**src/rtl/dsp_macc_seq_pkg.sv**
```systemverilog
// Shared widths and FSM state encoding for the DSP38 multiply-accumulate feeder.
package dsp_macc_seq_pkg;

    localparam int A_W     = 20;
    localparam int B_W     = 18;
    localparam int Z_W     = 38;
    localparam int SHIFT_W = 6;

    typedef enum logic [1:0] {
        IDLE  = 2'd0,
        ACCUM = 2'd1,
        DRAIN = 2'd2,
        HOLD  = 2'd3
    } state_t;

endpackage

```
**src/rtl/dsp_macc_sequencer.sv**
```systemverilog
// Frames (a,b) operand beats into a DSP38 MACC slice and returns one dot product per frame.
// Optional DSP_MACC_SEQ_TERMS_EN adds the m_terms output carrying the frame's beat count.
module dsp_macc_sequencer
    import dsp_macc_seq_pkg::*;
#(
    parameter int MAC_LAT   = 2,
    parameter int MAX_TERMS = 256
) (
    input  logic               clk,
    input  logic               lreset,
    input  logic               s_valid,
    output logic               s_ready,
    input  logic [A_W-1:0]     s_a,
    input  logic [B_W-1:0]     s_b,
    input  logic               s_last,
    input  logic               cfg_unsigned_a,
    input  logic               cfg_unsigned_b,
    input  logic [SHIFT_W-1:0] cfg_shift,
    input  logic               cfg_round,
    input  logic               cfg_saturate,
    input  logic               cfg_subtract,
    output logic [A_W-1:0]     dsp_a,
    output logic [B_W-1:0]     dsp_b,
    output logic               dsp_load_acc,
    output logic [2:0]         dsp_feedback,
    output logic               dsp_unsigned_a,
    output logic               dsp_unsigned_b,
    output logic [SHIFT_W-1:0] dsp_shift_right,
    output logic               dsp_round,
    output logic               dsp_saturate,
    output logic               dsp_subtract,
    input  logic [Z_W-1:0]     dsp_z,
`ifdef DSP_MACC_SEQ_TERMS_EN
    output logic [$clog2(MAX_TERMS+1)-1:0] m_terms,
`endif
    output logic               m_valid,
    input  logic               m_ready,
    output logic [Z_W-1:0]     m_z,
    output logic               m_trunc
);

    localparam int CNT_W = $clog2(MAX_TERMS + 1);
    localparam int LAT_W = $clog2(MAC_LAT + 1);
    localparam logic [CNT_W-1:0] MAX_CNT = CNT_W'(MAX_TERMS);
    localparam logic [LAT_W-1:0] LAT_CNT = LAT_W'(MAC_LAT);

    state_t               state_q, state_d;
    logic                 s_ready_q, s_ready_d;
    logic [A_W-1:0]       dsp_a_q, dsp_a_d;
    logic [B_W-1:0]       dsp_b_q, dsp_b_d;
    logic                 load_q, load_d;
    logic                 ua_q, ua_d;
    logic                 ub_q, ub_d;
    logic [SHIFT_W-1:0]   shift_q, shift_d;
    logic                 round_q, round_d;
    logic                 sat_q, sat_d;
    logic                 sub_q, sub_d;
    logic [CNT_W-1:0]     term_cnt_q, term_cnt_d;
    logic [LAT_W-1:0]     drain_cnt_q, drain_cnt_d;
    logic                 trunc_q, trunc_d;
    logic                 m_valid_q, m_valid_d;
    logic [Z_W-1:0]       m_z_q, m_z_d;
    logic                 m_trunc_q, m_trunc_d;
    logic                 hs;
    logic [CNT_W-1:0]     next_cnt;
`ifdef DSP_MACC_SEQ_TERMS_EN
    logic [CNT_W-1:0]     m_terms_q, m_terms_d;
`endif

    assign hs       = s_valid && s_ready_q;
    assign next_cnt = term_cnt_q + CNT_W'(1);

    always_comb begin
        state_d     = state_q;
        dsp_a_d     = '0;
        dsp_b_d     = '0;
        load_d      = 1'b0;
        ua_d        = ua_q;
        ub_d        = ub_q;
        shift_d     = shift_q;
        round_d     = round_q;
        sat_d       = sat_q;
        sub_d       = sub_q;
        term_cnt_d  = term_cnt_q;
        drain_cnt_d = drain_cnt_q;
        trunc_d     = trunc_q;
        m_valid_d   = m_valid_q;
        m_z_d       = m_z_q;
        m_trunc_d   = m_trunc_q;
`ifdef DSP_MACC_SEQ_TERMS_EN
        m_terms_d   = m_terms_q;
`endif
        case (state_q)
            IDLE: begin
                if (hs) begin
                    ua_d        = cfg_unsigned_a;
                    ub_d        = cfg_unsigned_b;
                    shift_d     = cfg_shift;
                    round_d     = cfg_round;
                    sat_d       = cfg_saturate;
                    sub_d       = cfg_subtract;
                    dsp_a_d     = s_a;
                    dsp_b_d     = s_b;
                    load_d      = 1'b1;
                    term_cnt_d  = CNT_W'(1);
                    drain_cnt_d = '0;
                    trunc_d     = 1'b0;
                    if (s_last || (MAX_TERMS == 1)) begin
                        state_d = DRAIN;
                        trunc_d = !s_last;
                    end else begin
                        state_d = ACCUM;
                    end
                end
            end
            ACCUM: begin
                // Idle cycles present zero operands so the accumulator holds its value.
                if (hs) begin
                    dsp_a_d    = s_a;
                    dsp_b_d    = s_b;
                    term_cnt_d = next_cnt;
                    if (s_last || (next_cnt == MAX_CNT)) begin
                        state_d     = DRAIN;
                        drain_cnt_d = '0;
                        trunc_d     = !s_last;
                    end
                end
            end
            DRAIN: begin
                if (drain_cnt_q == LAT_CNT) begin
                    m_z_d     = dsp_z;
                    m_trunc_d = trunc_q;
                    m_valid_d = 1'b1;
`ifdef DSP_MACC_SEQ_TERMS_EN
                    m_terms_d = term_cnt_q;
`endif
                    state_d   = HOLD;
                end else begin
                    drain_cnt_d = drain_cnt_q + LAT_W'(1);
                end
            end
            HOLD: begin
                if (m_ready) begin
                    m_valid_d = 1'b0;
                    state_d   = IDLE;
                end
            end
            default: state_d = IDLE;
        endcase
        s_ready_d = (state_d == IDLE) || (state_d == ACCUM);
    end

    always_ff @(posedge clk or negedge lreset) begin
        if (!lreset) begin
            state_q     <= IDLE;
            s_ready_q   <= 1'b0;
            dsp_a_q     <= '0;
            dsp_b_q     <= '0;
            load_q      <= 1'b0;
            ua_q        <= 1'b0;
            ub_q        <= 1'b0;
            shift_q     <= '0;
            round_q     <= 1'b0;
            sat_q       <= 1'b0;
            sub_q       <= 1'b0;
            term_cnt_q  <= '0;
            drain_cnt_q <= '0;
            trunc_q     <= 1'b0;
            m_valid_q   <= 1'b0;
            m_z_q       <= '0;
            m_trunc_q   <= 1'b0;
`ifdef DSP_MACC_SEQ_TERMS_EN
            m_terms_q   <= '0;
`endif
        end else begin
            state_q     <= state_d;
            s_ready_q   <= s_ready_d;
            dsp_a_q     <= dsp_a_d;
            dsp_b_q     <= dsp_b_d;
            load_q      <= load_d;
            ua_q        <= ua_d;
            ub_q        <= ub_d;
            shift_q     <= shift_d;
            round_q     <= round_d;
            sat_q       <= sat_d;
            sub_q       <= sub_d;
            term_cnt_q  <= term_cnt_d;
            drain_cnt_q <= drain_cnt_d;
            trunc_q     <= trunc_d;
            m_valid_q   <= m_valid_d;
            m_z_q       <= m_z_d;
            m_trunc_q   <= m_trunc_d;
`ifdef DSP_MACC_SEQ_TERMS_EN
            m_terms_q   <= m_terms_d;
`endif
        end
    end

    assign s_ready         = s_ready_q;
    assign dsp_a           = dsp_a_q;
    assign dsp_b           = dsp_b_q;
    assign dsp_load_acc    = load_q;
    assign dsp_feedback    = 3'b000;
    assign dsp_unsigned_a  = ua_q;
    assign dsp_unsigned_b  = ub_q;
    assign dsp_shift_right = shift_q;
    assign dsp_round       = round_q;
    assign dsp_saturate    = sat_q;
    assign dsp_subtract    = sub_q;
    assign m_valid         = m_valid_q;
    assign m_z             = m_z_q;
    assign m_trunc         = m_trunc_q;
`ifdef DSP_MACC_SEQ_TERMS_EN
    assign m_terms         = m_terms_q;
`endif

endmodule

```
**config.mk**
```make
export PLATFORM = sky130hd
export DESIGN_NAME = dsp_macc_sequencer
export DESIGN_NICKNAME = d
export VERILOG_FILES = /design/src/rtl/dsp_macc_seq_pkg.sv /design/src/rtl/dsp_macc_sequencer.sv
export SDC_FILE = /design/constraint.sdc
export NUM_CORES = 1
export LEC_CHECK = 0
export CAP_MARGIN = 10
export CORE_MARGIN = 8
export CORE_UTILIZATION = 45
export DETAILED_ROUTE_END_ITERATION = 10
export PLACE_DENSITY = 0.92
export SLEW_MARGIN = 10
export SYNTH_ARGS = -nofsm -noshare
export SYNTH_HDL_FRONTEND = slang
export SYNTH_SLANG_ARGS = --single-unit
```
**constraint.sdc**
```tcl
create_clock -name clk -period 3.1 [get_ports clk]
set_input_delay 0.31 -clock clk [delete_from_list [all_inputs] [get_ports clk]]
set_output_delay 0.31 -clock clk [all_outputs]
set_load 0.01 [all_outputs]
```
# After elaboration in Yosys (flattened, before gate mapping)
# Index checks and enable logic that the tools add are counted.
totals:
  output_inout_bits: 94
  in_bits: 92
  ff_bits: 105
  word_cells: 76
classes:
  mux: 29
  reduce_logical: 16
  add_sub_neg: 2
  eq_ne: 12
op_table:
  columns: ["operator", "count"]
  rows:
  - ["$mux W20", 2]
  - ["$mux W18", 2]
  - ["$mux W2", 10]
  - ["$mux W9", 2]
  - ["$pmux W9 S2", 1]
  - ["$ne A2 B2 Y1 const B", 6]
  - ["$add A9 B1 Y9 const B", 1]
  - ["$eq A9 B9 Y1 const B", 1]
  - ["$mux W1", 8]
  - ["$pmux W2 S4", 1]
  - ["$eq A2 B2 Y1 const B", 3]
  - ["$pmux W2 S3", 1]
  - ["$reduce_and A3 Y1", 2]
  - ["$reduce_and A5 Y1", 1]
  - ["$eq A2 B1 Y1 const B", 2]
  - ["$logic_not A2 Y1", 2]
  - ["$pmux W1 S2", 2]
  - ["$reduce_and A2 Y1", 2]
  - ["$reduce_and A4 Y1", 1]
  - ["$reduce_bool A2 Y1", 2]
  - ["$reduce_bool A3 Y1", 1]
  - ["$add A2 B1 Y2 const B", 1]
  - ["$logic_or A1 B1 Y1", 2]
  - ["$reduce_or A2 Y1", 1]
  - ["other kinds (2)", 2]

# Longest topological paths before layout
# Gate-level depths: netlist of run 1.
depth:
  ltp_word: 8
  depth_mapped: 6
  depth_no_buf: 6

# Least setup slack after synthesis of run 1
# Ideal clock, no wire load.
synth_timing:
  kind: "register -> register"
  start: "register term_cnt_q[0]"
  end: "register state_q[1]"
  required_ns: 2.974
  setup_time_ns: 0.126
  arrival_time_ns: 1.617
  n_path_buf: 0
  stages_incl_launch_ff: 7
  setup_slack_ns: 1.356
  synth_period_minus_slack_ns: 1.744
  path_cell_list: "dfrtp_1 > ha_1 > and2_4 > and3_4 > a32oi_4 > nor2_2 > a221o_1"
synth_between:
  elab_chain_cells: 6
synth_rtl:
  columns: ["item", "line", "rtl"]
  rows:
  - ["from (decl)", "dsp_macc_sequencer.sv:58", "logic [CNT_W-1:0] term_cnt_q, term_cnt_d;"]
  - ["from (signal assigned)", "dsp_macc_sequencer.sv:187", "term_cnt_q <= term_cnt_d;"]
  - ["$add A9 B1 Y9", "dsp_macc_sequencer.sv:71", "assign next_cnt = term_cnt_q + CNT_W'(1);"]
  - ["$eq A9 B9 Y1", "dsp_macc_sequencer.sv:122", "if (s_last || (next_cnt == MAX_CNT)) begin"]
  - ["$logic_or A1 B1 Y1", "dsp_macc_sequencer.sv:122", null]
  - ["$mux W2", "dsp_macc_sequencer.sv:122", null]
  - ["$mux W2", "dsp_macc_sequencer.sv:118", "if (hs) begin"]
  - ["$pmux W2 S4", "dsp_macc_sequencer.sv:93", "case (state_q)"]
  - ["named net state_d[1]", "dsp_macc_sequencer.sv:47", "state_t state_q, state_d;"]
  - ["to (signal assigned)", "dsp_macc_sequencer.sv:176", "state_q <= state_d;"]
  - ["to (decl)", "dsp_macc_sequencer.sv:47", null]
# The timed path passes the listed nets, and every way through them passes these cells.
# A chain may end at the register's enable or synchronous reset.

# Worst setup path after layout of run 1
layout_timing:
  start: "register state_q[0]"
  end: "register m_z_q[25] (netlist: m_z[25])"
layout_between:
  elab_chain_cells: 2
layout_rtl:
  columns: ["item", "line", "rtl"]
  rows:
  - ["$eq A2 B2 Y1", "dsp_macc_sequencer.sv:93", null]
  - ["$reduce_and A2 Y1 (no line)", null, null]
  - ["to (signal assigned)", "dsp_macc_sequencer.sv:191", "m_z_q <= m_z_d;"]
  - ["to (decl)", "dsp_macc_sequencer.sv:62", "logic [Z_W-1:0] m_z_q, m_z_d;"]
# No other way between the ends.

==> results.md, run 1 <==
- CTS Hold Bufs: 0
- Clock sink count: approximately 110
- Initial antenna violation count: 0
- CP Data Required Time: around 3.3 ns
- Pre-CTS setup slack: around 0.80 ns
- Die W: 111.7 microns
- Initial core utilization: between 40% and 50%
- Asr flop ratio synth: 100.0%
- RSZ-0062 raised after global routing: false
- Pwr dens: about 800 mW/mm^2
- GR Util All Layers: between 10% and 20%
- Cell Rows: 35
- Count of final hold-check violations: 7
- I/O Pins: ~190
- Setup crit end: m_z[25]
- TritonCTS clock tree: done
- Cts bufs inserted: 9
- Worst path max stage delay: 0.80 ns
- Fin crit period: around 2.3 ns
- Endpoints failing setup: 0
- Critical Path Start Type: flip-flop
- Post-CTS Resized: 0
- HP Class: in -> async
- Final WL: 10.60 mm
- Slew Limit Fails: 0
- H-tree level count: 3
- R2r setup slk: slightly above 0.8 ns
- Maximum clock rate: about 440 MHz
- Status: finished, violations left
- Post-Syn Area: around 0.0041 sq mm
- Max-capacitance violation count: 0
- Port bufs: approximately 180
- Diodes inserted: 0
- Total power: approximately 5 mW
- # fillers: roughly 650
- WP depth: 3
- Die Y: ~110 microns
- Drt via density: 4.900
- DR vias: 2945
- Vias in the first global route: 3218
- Skew-Pair Late Insertion Delay: approximately 0.36 ns
- Crit path buf inv count: 1
- Leakage power: between 2 and 3 nW
- Avg WL per Cell: about 18 microns
- Headroom to the max-slew limit: 36.61%
- Critical setup path kind: reg -> reg
- Worst-Margin Slew: about 0.95 ns
- Synth unique cells: 45
- Setup WS post-layout: between 0.8 and 0.9 ns
- Layout cells sized above 1: around 16%
- Worst hold slack: -0.01262 ns
- Synth Register Bits: ~110
- Slowest CP cell: nand3_2
- Synth warn: 0
- Post-Syn Instances: 304
- Post-DP HPWL: a little over 8 mm
- Core Area: between 0.009 and 0.01 sq mm
- Largest net degree at the start of global routing: a little under 60
- Worst vdd ir: between 0.3 and 0.4 mV
- CP top delay family: simple AND/OR/NAND/NOR gates
- Root Buffer: clkbuf_8
- DRT iter0 DRCs: between 150 and 200
- Number of remaining DRC errors: 0
- Die Area: around 0.012 sq mm
- EDFF count, synth: 0
- Setup bufs post-CTS: 0
- Antenna-violating nets left: 0
- Crit path cell chain: inv_1 > nand3_2 > mux2_2
- Worst reg2reg path depth: 3
- Post-synth top flop: dfrtp_1
- Placer Congestion: between 0.7 and 0.8
- Avg Cell Area, Syn: around 14 sq um
- Worst r2r dst: m_z[25]
- Fin Setup TNS: 0 ns
- Clk slew on worst S/H paths: 0.10 ns
- Critical path fanouts, max: 39
- Worst EP arrival: approximately 2.5 ns
- Clock Skew: about 0.013 ns
- Final #Nets: 580
- Synthesis-to-finish area growth: 51.03%
- Crit path from: state_q[0]
- First-pass GRT wire length: ~17 mm
- Failing checks: negative hold slack
- Total grt overflow: 0
- Worst Setup End Kind: flip-flop
- Register area share after synthesis: 63.75%
- FF-to-FF Start: state_q[0]
- Deepest clock path buffer count: 2
- Drt pass-1 iters: 4
- Final cycle utilization of the critical path: about three quarters
[routing by layer]
metal / routed length, microns / part of all wire [%] / global-route usage [%]
met5: 0 / 0 / 0
met4: 193 / 1.8 / 5.561
met3: 925 / 8.7 / 7.359
met2: 5363 / 51 / 29.77
met1: 4122 / 39 / 18.46
[power breakdown]
group | total, mW | switching (mW) | internal [mW]
Sequential | 2.10 | 0.267 | 1.83
Clock | 0.804 | 0.475 | 0.329
Combinational | 2.10 | 0.841 | 1.26
[layout by cell type (no fill, tap or decap), types with 2 or more instances in the layout]
cell type	netlist	final
nor2_1	6	6
inv_1	3	3
nor2_2	3	3
o31ai_1	7	7
nand2b_1	2	2
conb_1	1	3
clkinvlp_4	0	2
clkbuf_8	0	10
mux2_2	48	48
dfrtp_1	105	105
o21ai_0	14	14
nand3_1	5	4
buf_4	3	3
clkdlybuf4s50_1	0	181
inv_8	0	2
mux2_1	2	2
and2_1	38	38
ha_1	3	3
nor4_1	2	2
a21oi_1	5	5
nand2_1	18	18
[cells by family (layout without fill, tap and decap cells)]
family	after synthesis	count (layout)	share of synthesized area, %
other	1	3	0.09099
DFF	105	105	63.75
AOI/OAI and AO/OA	36	36	5.981
xor gates and xnor gates	1	1	0.2125
muxes	51	51	13.90
adders and majority gates	3	3	0.9108
buffers and inverters	20	204	2.459
and+or+nand+nor	87	87	12.69
[registers in the layout (all words and copies together), names as in the netlist, 2 cells and up]
signal,flops
drain_cnt_q,2
dsp_a,20
dsp_b,18
dsp_shift_right,6
m_z,38
state_q,2
term_cnt_q,9
[Yosys cell counts (2+ instances only)]
cell type / number / area (sq um)
a21oi_1: 5 / 25.02
and2_1: 38 / 237.7
buf_2: 6 / 30.03
buf_4: 3 / 22.52
clkbuf_1: 7 / 26.28
dfrtp_1: 105 / 2628
ha_1: 3 / 37.54
inv_1: 3 / 11.26
mux2_1: 2 / 22.52
mux2_2: 48 / 540.5
nand2_1: 18 / 67.56
nand2b_1: 2 / 12.51
nand3_1: 5 / 25.02
nor2_1: 6 / 22.52
nor2_2: 3 / 18.77
nor4_1: 2 / 12.51
o21ai_0: 14 / 70.07
o31ai_1: 7 / 52.55
[through the flow]
step	util [%]	instances	instance area, sq um
after floorplan	-	306	4129
after global placement	66.60	585	6037
after detailed placement	66.60	585	6037
after CTS	68.67	601	6225
after global routing	68.67	601	6225
final	68.67	601	6225
[worst min-delay path by stage]
stage | endpoint | from
after floorplan | drain_cnt_q[0] | lreset
after global placement | term_cnt_q[5] | lreset
after detailed placement | dsp_a[16] | lreset
after CTS | dsp_unsigned_a | lreset
after global routing | dsp_a[6] | lreset
final | term_cnt_q[5] | lreset
[area by class of cell]
cell class	count	area, sq um	area share (%)
sequential	105	2628	42.21
timing repair buffer	185	1854	29.79
multi-input combinational	181	1405	22.57
clock buffer	11	141.4	2.271
tap	111	138.9	2.231
clock inverter	5	46.29	0.7437
inverter	3	11.26	0.1809
No activity file was read; power rests on OpenSTA's default activity.
==> inputs of run 2 (changes only) <==
CORE_UTILIZATION = 38   (was 45)
PLACE_DENSITY = 0.83   (was 0.92)
clock period = 2 ns   (was 3.1 ns; I/O delays follow)
==> run 2 against run 1 <==
  * The run now ends clean
  * Worst setup slack worse by 0.68 ns
  * Flip-flop and latch count is the same
  * Hold slack better by 0.37 ns
  * Critical endpoint is now state_q[1]
  * Largest cell class unchanged
  * Largest power group is now combinational logic
==> results.md, run 2 (synthesis gave the netlist of run 1 again) <==
- Maximum clock rate: around 530 MHz
- CP Data Required Time: between 2 and 2.5 ns
- Register area: approximately 0.0026 sq mm
- H-tree level count: 3
- Slew Limit Fails: 0
- Endpoints failing setup: 0
- Post-DP HPWL: just under 9 mm
- Crit path cell chain: ha_1 > and2_4 > and3_4 > a32oi_4 > nor2_2 > a221o_1
- Largest net degree at the start of global routing: 44
- Avg WL per Cell: about 18 microns
- Setup WS post-layout: 0.1213 ns
- Highest routed layer: met4
- Most frequent cells in the layout: clkdlybuf4s50_1 (181), dfrtp_1 (104), mux2_2 (48), and2_1 (38), nand2_1 (18)
- Number of remaining DRC errors: 0
- Critical setup path kind: reg -> reg
- Vias in the first global route: around 3.4k
- Clk slew on worst S/H paths: approximately 0.090 ns
- Root Buffer: clkbuf_8
- Pwr dens: between 1000 and 1500 mW/mm^2
- HP Class: in -> async
- Cell Rows: 38
- Crit path from: term_cnt_q[1]
- Met2 WL post-DR: 5.502 mm
- Placer Congestion: 0.8209
- Initial core utilization: roughly 39%
- Setup bufs post-CTS: 0
- Cts bufs inserted: 9
- Slowest CP cell: dfrtp_2
- Diodes inserted: 0
- Headroom to the max-slew limit: ~64%
- Drt via density: approximately 4.8
- Total power: 7.908 mW
- Count of final hold-check violations: 0
- Final cycle utilization of the critical path: 93.93%
- GR Util All Layers: between 15 and 20%
- Layout cells sized above 1: 17.71%
- Status: complete, no violations
- Drt pass-1 iters: 4
- Worst path max stage delay: 0.47 ns
- Die Area: between 0.01 and 0.015 sq mm
- Worst vdd ir: ~0.55 mV
- Die Y: between 100 and 150 microns
- Total grt overflow: 0
- Fin util: slightly below 60%
- Port bufs: between 150 and 200
- DR vias: roughly 3.0k
- First-pass GRT wire length: roughly 18 mm
- Leakage power: 2.699 nW
- Max reg flops: 38
- Critical path fanouts, max: 6
- Die W: 120.1 microns
- DRT iter0 DRCs: approximately 130
- Critical Path Start Type: flip-flop
- Deepest clock path buffer count: 2
- Area taken by multi-input logic gates: between 0.001 and 0.0015 sq mm
- Pre-CTS setup slack: approximately 0.032 ns
- Initial antenna violation count: 0
- I/O Pins: 186
- Final #Nets: between 500 and 600
- Worst EP arrival: between 2 and 2.5 ns
- TritonCTS clock tree: done
- Clock Skew: about 0.013 ns
- DRT met1 WL: between 4 and 5 mm
- Core Area: ~0.011 sq mm
- Synthesis-to-finish area growth: 54.43%
- Max-capacitance violation count: 0
- Worst-Margin Slew: approximately 0.54 ns
- Commonest non-fill, non-tap cell in the layout: clkdlybuf4s50_1
- Worst Setup End Kind: flip-flop
- Antenna-violating nets left: 0
- Fin Setup TNS: 0 ns
- Fin crit period: between 1.5 and 2 ns
- Met3 wire length: 1.381 mm
- FF-to-FF Start: term_cnt_q[1]
- Skew-Pair Late Insertion Delay: 0.37 ns
- # fillers: between 800 and 900
- Final WL: ~11 mm
- Clock sink count: roughly 110
==> run 2: what timing repair did <==
action | in CTS | in global routing
gates resized for setup | 0 | 3
hold buffers | 1 | 0
hold endpoints to repair | 38 | 0
endpoints found under the setup margin | 0 | 4
==> run 2: power breakdown <==
part           internal (mW)  switching [mW]  total, mW
combinational           2.01            1.36       3.37
clock                  0.585           0.718       1.30
sequential              2.84           0.395       3.24
==> run 2: critical path, delay by kind of cell (launching register included) <==
family | cells | cell delay (ns)
simple gates | 3 | 0.46
fa+ha+maj | 1 | 0.26
compound gates | 2 | 0.58
flops | 1 | 0.47
==> run 2: path summary, 6_finish.rpt <==
check / cells past startpoint / slack, ns / end
min in group clk: 2 / 0.37 / dsp_b[0]
max in group asynchronous: 3 / 1.00 / state_q[1]
worst max register to register: 6 / 0.12 / state_q[1]
worst min register to register: 1 / 0.50 / dsp_shift_right[2]
worst min-delay path: 2 / 0.36 / m_z[34]
worst max-delay path: 6 / 0.12 / state_q[1]
==> run 2: layout make-up <==
type	instances	area share, %
Sequential cell	105	41.30
Multi-Input combinational cell	181	22.33
Tap cell	140	2.752
Timing Repair Buffer	192	30.39
Inverter	3	0.1769
Clock inverter	6	1.042
Clock buffer	10	2.005
==> run 2: per-layer routing <==
layer  vias to the layer above  GRT usage [%]
li1                       1406              -
met1                      1471          17.39
met2                       138          25.99
met3                        12          8.408
met4                         0          4.918
met5                         -              0
==> run 2: stage by stage <==
stage / std cells / cell area (sq um) / hold slack (ns)
floorplan: 306 / 4129 / -0.09559
global placement: 620 / 6143 / 0.2137
detailed placement: 620 / 6143 / 0.2197
CTS: 637 / 6347 / 0.3505
global route: 637 / 6365 / 0.3569
finish: 637 / 6365 / 0.3579
==> inputs of run 3 (changes only) <==
SETUP_SLACK_MARGIN = 0.2   (was not set)
==> run 3 against run 2 <==
  * Largest power group unchanged
  * Die area did not move
  * Global-route usage rose by 0.070 points
  * Non-clock buffer count rose by 3
  * Power rose by 0.55%
  * Critical endpoint unchanged
  * First-iteration DRC count fell by 11%
  * Critical path depth did not move
  * Combinational power rose by 1%
==> results.md, run 3 (synthesis gave the netlist of run 1 again) <==
- Status: complete, no violations
- Diodes inserted: 0
- Maximum clock rate: 582.4 MHz
- Area taken by multi-input logic gates: about 0.0014 sq mm
- Fin crit period: between 1.5 and 2 ns
- Total grt overflow: 0
- Layout cells sized above 1: about a fifth
- Clock sink count: roughly 110
- DR vias: just over 3k
- Initial antenna violation count: 0
- FF-to-FF Start: term_cnt_q[1]
- DRT iter0 DRCs: roughly 110
- Commonest non-fill, non-tap cell in the layout: clkdlybuf4s50_1
- Worst-Margin Slew: 0.5381 ns
- GR Util All Layers: ~16%
- Fin Setup TNS: 0 ns
- Cell Count, Final, Fillers Out: 640
- # fillers: between 800 and 900
- Most frequent cells in the layout: clkdlybuf4s50_1 (181), dfrtp_1 (103), mux2_2 (48), and2_1 (38), nand2_1 (18)
- Deepest clock path buffer count: 2
- Total power: roughly 8 mW
- Synthesis-to-finish area growth: 55.65%
- Headroom to the max-slew limit: ~64%
- Count of final hold-check violations: 0
- Max reg flops: 38
- Cell Rows: 38
- Drt via density: approximately 4.8
- TritonCTS clock tree: done
- Root Buffer: clkbuf_8
- Avg WL per Cell: 17.63 microns
- Critical setup path kind: reg -> reg
- Pre-CTS setup slack: ~0.032 ns
- Die Area: 0.01443 sq mm
- Max-capacitance violation count: 0
- Placed Instances: 620
- Placer Congestion: a little over 0.8
- Setup WS post-layout: around 0.28 ns
- Antenna-violating nets left: 0
- Worst vdd ir: approximately 0.55 mV
- Clk slew on worst S/H paths: ~0.11 ns
- Clock Skew: 0.01407 ns
- Number of remaining DRC errors: 0
- Slew Limit Fails: 0
- Die Y: ~120 microns
- Register area: 0.002630 sq mm
- Largest net degree at the start of global routing: 44
- H-tree level count: 3
- Final WL: 11.29 mm
- Cts bufs inserted: 9
- HP Class: in -> async
- Die W: between 100 and 150 microns
- Pwr dens: 1240 mW/mm^2
- RSZ-0062 raised after global routing: false
- Core Area: approximately 0.011 sq mm
- Worst EP arrival: about 2.0 ns
- Critical path fanouts, max: 5
- Final cycle utilization of the critical path: 85.85%
- Placed inst area: a little over 0.006 sq mm
- CP Data Required Time: around 2.2 ns
- Skew-Pair Late Insertion Delay: around 0.37 ns
- Vias in the first global route: 3409
- Crit path from: term_cnt_q[1]
- Initial core utilization: between 30% and 40%
- Port bufs: 182
- Drt pass-1 iters: 4
- Final #Nets: 590
- Post-layout instance area: 0.006415 sq mm
- First-pass GRT wire length: ~18 mm
- Worst Setup End Kind: flip-flop
- Post-DP HPWL: 8.683 mm
- I/O Pins: roughly 190
- Critical Path Start Type: flip-flop
- Endpoints failing setup: 0
- Leakage power: between 2 and 3 nW
[run 3: cell count changes in the layout (fill, tap and decap cells not counted), sizes merged]
cell and change:
buf +3
[run 3: per-stage QoR]
step | utilization, % | hold slack [ns]
6_report | 59.96 | 0.3597
5_1_grt | 59.96 | 0.3609
4_1_cts | 59.67 | 0.3505
3_5_place_dp | 57.43 | 0.2197
3_3_place_gp | 57.43 | 0.2137
2_1_floorplan | - | -0.09559
[run 3: power by group]
part | total (mW) | internal, mW | switching, mW
registers | 3.23 | 2.84 | 0.384
clock network | 1.30 | 0.585 | 0.716
logic | 3.42 | 2.03 | 1.40
total | 7.95 | 5.46 | 2.50
[run 3: worst paths after layout]
path / endpoint / slack, ns / cells after the start
setup / recovery: state_q[1] / 0.28 / 6
hold / removal: m_z[10] / 0.36 / 2
setup reg to reg: state_q[1] / 0.28 / 6
hold reg to reg: dsp_shift_right[2] / 0.50 / 1
max in group asynchronous: state_q[0] / 0.99 / 3
min in group clk: dsp_b[0] / 0.37 / 2
[run 3: timing repair]
item,CTS,global route
endpoints found under the hold margin,38,0
setup endpoints to repair,5,6
pin swaps,1,2
hold buffers,1,0
buffers inserted,2,1
resized for setup,5,7
[run 3: cell type report]
cell class / count / area share, %
Sequential cell: 105 / 41.00
Timing Repair Buffer: 195 / 30.51
Multi-Input combinational cell: 181 / 22.57
Tap cell: 140 / 2.731
Clock buffer: 10 / 1.989
Clock inverter: 6 / 1.034
Inverter: 3 / 0.1755
[run 3: layer usage]
metal | track usage (%) | wire [microns] | vias up
li1 | - | - | 1414
met1 | 17.48 | 4194 | 1468
met2 | 26.30 | 5585 | 150
met3 | 7.609 | 1357 | 12
met4 | 5.855 | 149 | 0
met5 | 0 | 0 | -
[run 3: worst max-delay path, cell delays in order, from the launching register on]
cell and delay (ns):
dfrtp_2 0.43, ha_2 0.21, and2_4 0.18, and3_4 0.17
a32oi_4 0.21, nor2_2 0.07, a221o_1 0.33
